**src/rtl/scaler_linear_h_pkg.sv**
```systemverilog
// rtl/scaler_linear_h_pkg.sv - constants and FSM encoding shared by the horizontal and vertical scalers
package scaler_linear_h_pkg;

    localparam int STEP_DEFAULT = 4096;

    typedef enum logic [1:0] {
        ST_IDLE   = 2'd0,
        ST_ACTIVE = 2'd1,
        ST_FLUSH  = 2'd2
    } state_t;

    function automatic int coe_unity(input int coe_width);
        return 1 << (coe_width - 1);
    endfunction

    function automatic int coe_round(input int coe_width);
        return 1 << (coe_width - 2);
    endfunction

endpackage

```
**src/rtl/scaler_linear_h.sv**
```systemverilog
// rtl/scaler_linear_h.sv - horizontal linear-interpolation scaler with 5-stage output pipeline
module scaler_linear_h
    import scaler_linear_h_pkg::*;
#(
    parameter int PIXEL_WIDTH = 12,
    parameter int COE_WIDTH   = 10,
    parameter int STEP        = STEP_DEFAULT
) (
    input  logic                   clk,
    input  logic                   rst,
    input  logic [15:0]            scale_step,
    input  logic [15:0]            line_in_size,
    input  logic [15:0]            line_out_size,
    input  logic [PIXEL_WIDTH-1:0] di_i,
    input  logic                   de_i,
    input  logic                   hs_i,
    input  logic                   vs_i,
    output logic [PIXEL_WIDTH-1:0] do_o,
    output logic                   de_o,
    output logic                   hs_o,
    output logic                   vs_o,
    output logic                   ovf_o
);

    localparam int LOG2_STEP = $clog2(STEP);
    localparam int SHIFT     = LOG2_STEP - COE_WIDTH + 1;
    localparam int SUM_W     = PIXEL_WIDTH + COE_WIDTH + 1;
    localparam int CNT_W     = 32;
    localparam logic [CNT_W-1:0]     STEP_C  = CNT_W'(STEP);
    localparam logic [COE_WIDTH-1:0] UNITY_C = COE_WIDTH'(coe_unity(COE_WIDTH));
    localparam logic [SUM_W-1:0]     ROUND_C = SUM_W'(coe_round(COE_WIDTH));
    localparam logic [SUM_W-1:0]     SAT_C   = SUM_W'(1) << (PIXEL_WIDTH + COE_WIDTH - 1);

    state_t                 state;
    logic [CNT_W-1:0]       cnt_i, cnt_o, cnt_o_nxt, step_ext;
    logic [15:0]            in_cnt, out_cnt, out_cnt_nxt, step_r, in_size_r, out_size_r;
    logic [PIXEL_WIDTH-1:0] p0, p1;
    logic                   frame, replica_done;
    logic                   start, line_open, gen, take_px, overrun;
    logic [LOG2_STEP-1:0]   dx;

    logic                   g_vld, g_hs, g_vs, c_vld, c_hs, c_vs;
    logic                   m_vld, m_hs, m_vs, s_vld, s_hs, s_vs;
    logic [LOG2_STEP-1:0]   g_dx;
    logic [PIXEL_WIDTH-1:0] g_p0, g_p1, c_p0, c_p1;
    logic [COE_WIDTH-1:0]   coe1, c_coe0, c_coe1;
    logic [SUM_W-1:0]       m_prod0, m_prod1, s_sum;

    assign step_ext    = {16'd0, step_r};
    assign cnt_o_nxt   = cnt_o + step_ext;
    assign out_cnt_nxt = out_cnt + 16'd1;
    assign start       = de_i && hs_i;
    assign line_open   = (state != ST_IDLE) && (out_cnt < out_size_r);
    assign gen         = line_open && (cnt_o < cnt_i) && !start;
    assign take_px     = de_i && !hs_i && (state == ST_ACTIVE) && line_open && (in_cnt < in_size_r);
    // Overrun only when outputs would still be pending after this cycle's generation.
    assign overrun     = take_px && gen && (cnt_o_nxt < cnt_i) && (out_cnt_nxt < out_size_r);
    // cnt_i is always a multiple of STEP, so the low bits of (cnt_i - STEP) equal those of cnt_i.
    assign dx          = cnt_o[LOG2_STEP-1:0] - cnt_i[LOG2_STEP-1:0];
    assign coe1        = COE_WIDTH'(g_dx >> SHIFT);

    always_ff @(posedge clk) begin
        if (rst) begin
            state        <= ST_IDLE;
            cnt_i        <= '0;
            cnt_o        <= '0;
            in_cnt       <= '0;
            out_cnt      <= '0;
            step_r       <= '0;
            in_size_r    <= '0;
            out_size_r   <= '0;
            p0           <= '0;
            p1           <= '0;
            frame        <= 1'b0;
            replica_done <= 1'b0;
            ovf_o        <= 1'b0;
        end else begin
            if (de_i && vs_i)
                ovf_o <= 1'b0;
            if (overrun || (start && line_open))
                ovf_o <= 1'b1;

            if (start) begin
                state        <= ST_ACTIVE;
                cnt_i        <= '0;
                cnt_o        <= '0;
                out_cnt      <= '0;
                in_cnt       <= 16'd1;
                p0           <= di_i;
                p1           <= di_i;
                frame        <= vs_i;
                step_r       <= scale_step;
                in_size_r    <= line_in_size;
                out_size_r   <= line_out_size;
                replica_done <= 1'b0;
            end else if (state != ST_IDLE) begin
                if (!line_open) begin
                    state <= ST_IDLE;
                end else begin
                    if (gen) begin
                        cnt_o   <= cnt_o_nxt;
                        out_cnt <= out_cnt_nxt;
                    end
                    if (take_px) begin
                        p0     <= p1;
                        p1     <= di_i;
                        cnt_i  <= cnt_i + STEP_C;
                        in_cnt <= in_cnt + 16'd1;
                        if (overrun)
                            cnt_o <= cnt_i;
                    end else if (state == ST_ACTIVE && in_cnt >= in_size_r && !gen) begin
                        state <= ST_FLUSH;
                    end else if (state == ST_FLUSH && !replica_done) begin
                        // Right-edge replication: the last pixel becomes its own neighbour.
                        p0           <= p1;
                        cnt_i        <= cnt_i + STEP_C;
                        replica_done <= 1'b1;
                    end
                end
            end
        end
    end

    always_ff @(posedge clk) begin
        if (rst) begin
            g_vld <= 1'b0;
            c_vld <= 1'b0;
            m_vld <= 1'b0;
            s_vld <= 1'b0;
            do_o  <= '0;
            de_o  <= 1'b0;
            hs_o  <= 1'b0;
            vs_o  <= 1'b0;
        end else begin
            g_vld <= gen;
            g_hs  <= gen && (out_cnt == 16'd0);
            g_vs  <= gen && (out_cnt == 16'd0) && frame;
            g_dx  <= dx;
            g_p0  <= p0;
            g_p1  <= p1;

            c_vld  <= g_vld;
            c_hs   <= g_hs;
            c_vs   <= g_vs;
            c_coe1 <= coe1;
            c_coe0 <= UNITY_C - coe1;
            c_p0   <= g_p0;
            c_p1   <= g_p1;

            m_vld   <= c_vld;
            m_hs    <= c_hs;
            m_vs    <= c_vs;
            m_prod0 <= SUM_W'(c_coe0) * SUM_W'(c_p0);
            m_prod1 <= SUM_W'(c_coe1) * SUM_W'(c_p1);

            s_vld <= m_vld;
            s_hs  <= m_hs;
            s_vs  <= m_vs;
            s_sum <= m_prod0 + m_prod1 + ROUND_C;

            de_o <= s_vld;
            hs_o <= s_vld && s_hs;
            vs_o <= s_vld && s_vs;
            if (s_vld)
                do_o <= (s_sum >= SAT_C) ? '1 : s_sum[COE_WIDTH-1 +: PIXEL_WIDTH];
        end
    end

endmodule

```
**config.mk**
```make
export PLATFORM = sky130hd
export DESIGN_NAME = scaler_linear_h
export DESIGN_NICKNAME = d
export VERILOG_FILES = /design/src/rtl/scaler_linear_h_pkg.sv /design/src/rtl/scaler_linear_h.sv
export SDC_FILE = /design/constraint.sdc
export NUM_CORES = 1
export LEC_CHECK = 0
export BUFFER_PORTS_ARGS = -buffer_cell sky130_fd_sc_hd__clkbuf_2
export CORE_MARGIN = 5
export CORE_UTILIZATION = 45
export DETAILED_ROUTE_END_ITERATION = 8
export GPL_TIMING_DRIVEN = 0
export PLACE_DENSITY = 0.75
export SLEW_MARGIN = 40
export SYNTH_ARGS = -nofsm -noshare
export SYNTH_HDL_FRONTEND = slang
export SYNTH_SLANG_ARGS = --single-unit
```
**constraint.sdc**
```tcl
create_clock -name clk -period 5.74 [get_ports clk]
set_input_delay 0.574 -clock clk [delete_from_list [all_inputs] [get_ports clk]]
set_output_delay 0.574 -clock clk [all_outputs]
set_load 0.01 [all_outputs]
```
==> results by group <==
Status
  – Status: completed

Detailed routing
  – DRT iter0 DRCs: 1,141
  – DRT Pass-1 Iters: 5
  – Via density: 5.35
  – DRC viols: 0
  – Drt wl/cell: 17.0 um
  – Routed Antenna Nets: 0
  – Routed wire length: around 54 mm
  – Via Count: 17.0k

Critical path
  – Critical path data arrival time: 5.85 ns
  – Max FO, Critical Path: 10
  – CP peak stage delay: 0.54 ns
  – Reg2Reg Depth: 16
  – Critical path's most frequent cell: fa_1
  – Critical path's slowest cell: fa_1
  – Req. time, crit path: 6.03 ns
  – Crit start category: flop
  – Kind of critical path: reg2reg
  – CP endpoint kind: flop
  – CP cell instances: clkbuf_1 -> and2_1 -> fa_1 -> inv_1 -> fa_1 -> fa_1 -> inv_1 -> fa_1 -> ha_1 -> or2_2 -> a21oi_1 -> a21oi_1 -> a41o_1 -> o41ai_4 -> o21ai_1 -> a311oi_2

Placement
  – Port buffer count: 79
  – GP Congestion: just over 0.9
  – Dpl hpwl: 42.9 mm
  – Placed cell count: 3,124

Floorplan
  – I/O pin total: 81
  – Rows: 82
  – Die width: 235 um
  – Die Ht: 235 um
  – Core Region: 50,200 sq um
  – Starting Density: 0.456
  – Die area: approximately 55,000 sq um

STA
  – RSZ-0062 raised after global routing: false
  – Hold slack: 0.233 ns
  – Fmax: 0.180 GHz
  – Final hold violations: 0
  – Number of setup violations in the final report: 0
  – Final Cycle Share: 0.969
  – Worst rel slew slack: 0.432
  – Skew final: between 0.03 and 0.04 ns
  – Slew Limit Fails: 0
  – Setup TNS: 0 ns
  – Slew at the pin with the worst max-slew slack: 0.852 ns
  – Final Critical Period: approximately 5.6 ns

CTS
  – Htree depth: 2
  – CTS tree: done
  – Clock buffer depth: 3
  – Hold_buf cts: 0
  – Clock root buffer: clkbuf_16
  – Cts bufs inserted: 36
  – Clock sink total: 320
  – Clk pin slew, worst setup/hold paths: ~0.060 ns
  – Clk_lat worst skew: 0.55 ns

Power
  – Static leakage: 11.3 nW
  – Clock network power share: 0.266
  – Max VDD drop: 0.247 mV
  – P_int: 5.81 mW
  – Combinational share of power: 0.401
  – Pwr dens: 348 nW/um^2
  – Switching pwr: around 3 mW
  – Reg power frac: 0.333
  – Sw Ratio: 0.346

Yosys
  – Average size of a mapped cell: 9.66 sq um
  – Syn Inst Count: 2,367
  – Yosys reg bits: 320
  – Yosys top cell area share: 0.184
  – Synth Warn #: 0
  – Number of synthesized flops with an enable pin: 140
  – Syn Nets: 2,825
  – Distinct cells, synth: 80
  – Yosys top cell by area: edfxtp_1
  – Commonest cells post-synth: 320 x nand2_1, 263 x inv_1, 243 x ha_1
  – Most used DFF post-synth: dfxtp_1
  – Netlist Area Pre-Place: 22,900 sq um
  – Register area share after synthesis: 0.342
  – Ys async rst share: 0
  – Top-count cell post-synth: nand2_1
  – Synth area leaders: edfxtp_1 18%, dfxtp_1 16%, ha_1 13%

Cells and area
  – Layout cells sized above 1: 0.0841
  – Fillers: 4,476
  – Non-Filler Instances: 3,183
  – Final #Nets: 2,941
  – Area grow syn2layout: 11.6%
  – Final core occ: 0.509

Global routing
  – Vias in the first global route: approximately 18k
  – GRT overflow: 0
  – Largest net degree at the start of global routing: 28
  – First-pass GRT wire length: ~90 mm
  – GRT Total Usage: 0.195
  – Initial antenna violation count: 1

Hold path
  – Hold Path Depth: 3
  – Min-Delay Path Class: in2reg

Job
  – Max Cap Viol: 0
final timing paths:
path / start / endpoint / slack (ns)
worst min-delay path: line_out_size[4] / out_size_r[4] / 0.23
worst max register to register: c_coe1[8] / m_prod1[20] / 0.18
worst min register to register: g_p0[10] / c_p0[10] / 0.41
worst max-delay path: c_coe1[8] / m_prod1[20] / 0.18
per-stage QoR:
step	cell area (sq um)	total power, mW	setup slack (ns)
after floorplan	22900	5.72	0.0523
after detailed placement	24300	6.52	-0.556
after CTS	25500	8.92	0.00644
after global routing	25500	9.63	0.00130
final	25500	8.89	0.178
after global placement	24100	6.35	-1.76
registers in the layout, indices dropped and copies added, names as in the netlist, 14 cells and up:
register    flops
cnt_o          32
out_cnt        16
step_r         16
in_size_r      16
m_prod1        21
out_size_r     16
cnt_i          20
m_prod0        22
s_sum          14
in_cnt         16
timing repair:
| action | 4_1_cts | 5_1_grt |
|---|---|---|
| setup endpoints to repair | 32 | 34 |
| buffers inserted | 0 | 0 |
| gates resized for setup | 9 | 7 |
placed cells by master (no fill, tap or decap), types with 6 or more instances in the layout:
master       n
buf_16       6
xnor2_1     83
nor4_1      17
xor2_1      53
buf_2       12
clkinv_2     6
ha_1       243
a31oi_1     13
nand2_1    320
a211oi_1     9
a21oi_1    144
nand4_1     21
o221a_2     16
fa_1       150
and2_1     112
nor2_1     112
nor4b_1      7
dfxtp_1    180
nor2b_1     13
clkbuf_1    65
o221ai_1     7
nand3_1     44
inv_1      263
and4_1       9
buf_1        8
clkbuf_2    86
mux2i_1     27
a21o_1      34
o21a_1      15
nor3_1      25
nand2b_1    12
or3_1       10
clkbuf_16   37
o21bai_1    10
o21ai_0     56
edfxtp_1   140
and3_1      32
power by group through the flow:
stage                     Sequential (mW)  Combinational [mW]  Clock (mW)
after global routing                 2.98                4.14        2.52
final                                2.96                3.56        2.37
after CTS                            2.96                3.56        2.41
after floorplan                      2.94                2.78           0
after detailed placement             3.00                3.52           0
after global placement               3.00                3.34           0
final cells by class:
| cell class | instances | area, sq um | area share |
|---|---|---|---|
| multi-input cells | 1686 | 13700 | 0.537 |
| diodes | 1 | 2.50 | 0.0000981 |
| inverters | 263 | 987 | 0.0387 |
| flip-flops and latches | 320 | 7810 | 0.306 |
| clock buffers | 45 | 977 | 0.0383 |
| plain buffers | 91 | 387 | 0.0151 |
| repair buffers | 85 | 561 | 0.0220 |
| clock inverters | 20 | 244 | 0.00956 |
| well taps | 672 | 841 | 0.0329 |
worst max-delay path, delay by kind of cell, from the launching register on:
| family | cells | cell delay (ns) |
|---|---|---|
| AND/OR/NAND/NOR | 2 | 0.53 |
| adder cells (fa/ha/maj) | 5 | 2.42 |
| flip-flops | 1 | 0.43 |
| buffers and inverters | 3 | 0.35 |
| AO/OA/AOI/OAI | 6 | 1.59 |
cell families after synthesis:
| kind of cell | synth area share |
|---|---|
| flops | 0.342 |
| fa+ha+maj | 0.264 |
| xor+xnor | 0.0521 |
| simple gates | 0.162 |
| buf+inv | 0.0609 |
| compound gates | 0.106 |
| mux | 0.0128 |
layer usage:
| metal | part of all wire | GRT usage | wire length, um | vias up |
|---|---|---|---|---|
| li1 | - | - | - | 8243 |
| met1 | 0.41 | 0.237 | 22400 | 8147 |
| met2 | 0.49 | 0.347 | 26700 | 485 |
| met3 | 0.052 | 0.0325 | 2800 | 141 |
| met4 | 0.041 | 0.0746 | 2240 | 0 |
| met5 | 0 | 0 | 0 | - |
(Power assumes the default switching activity.)
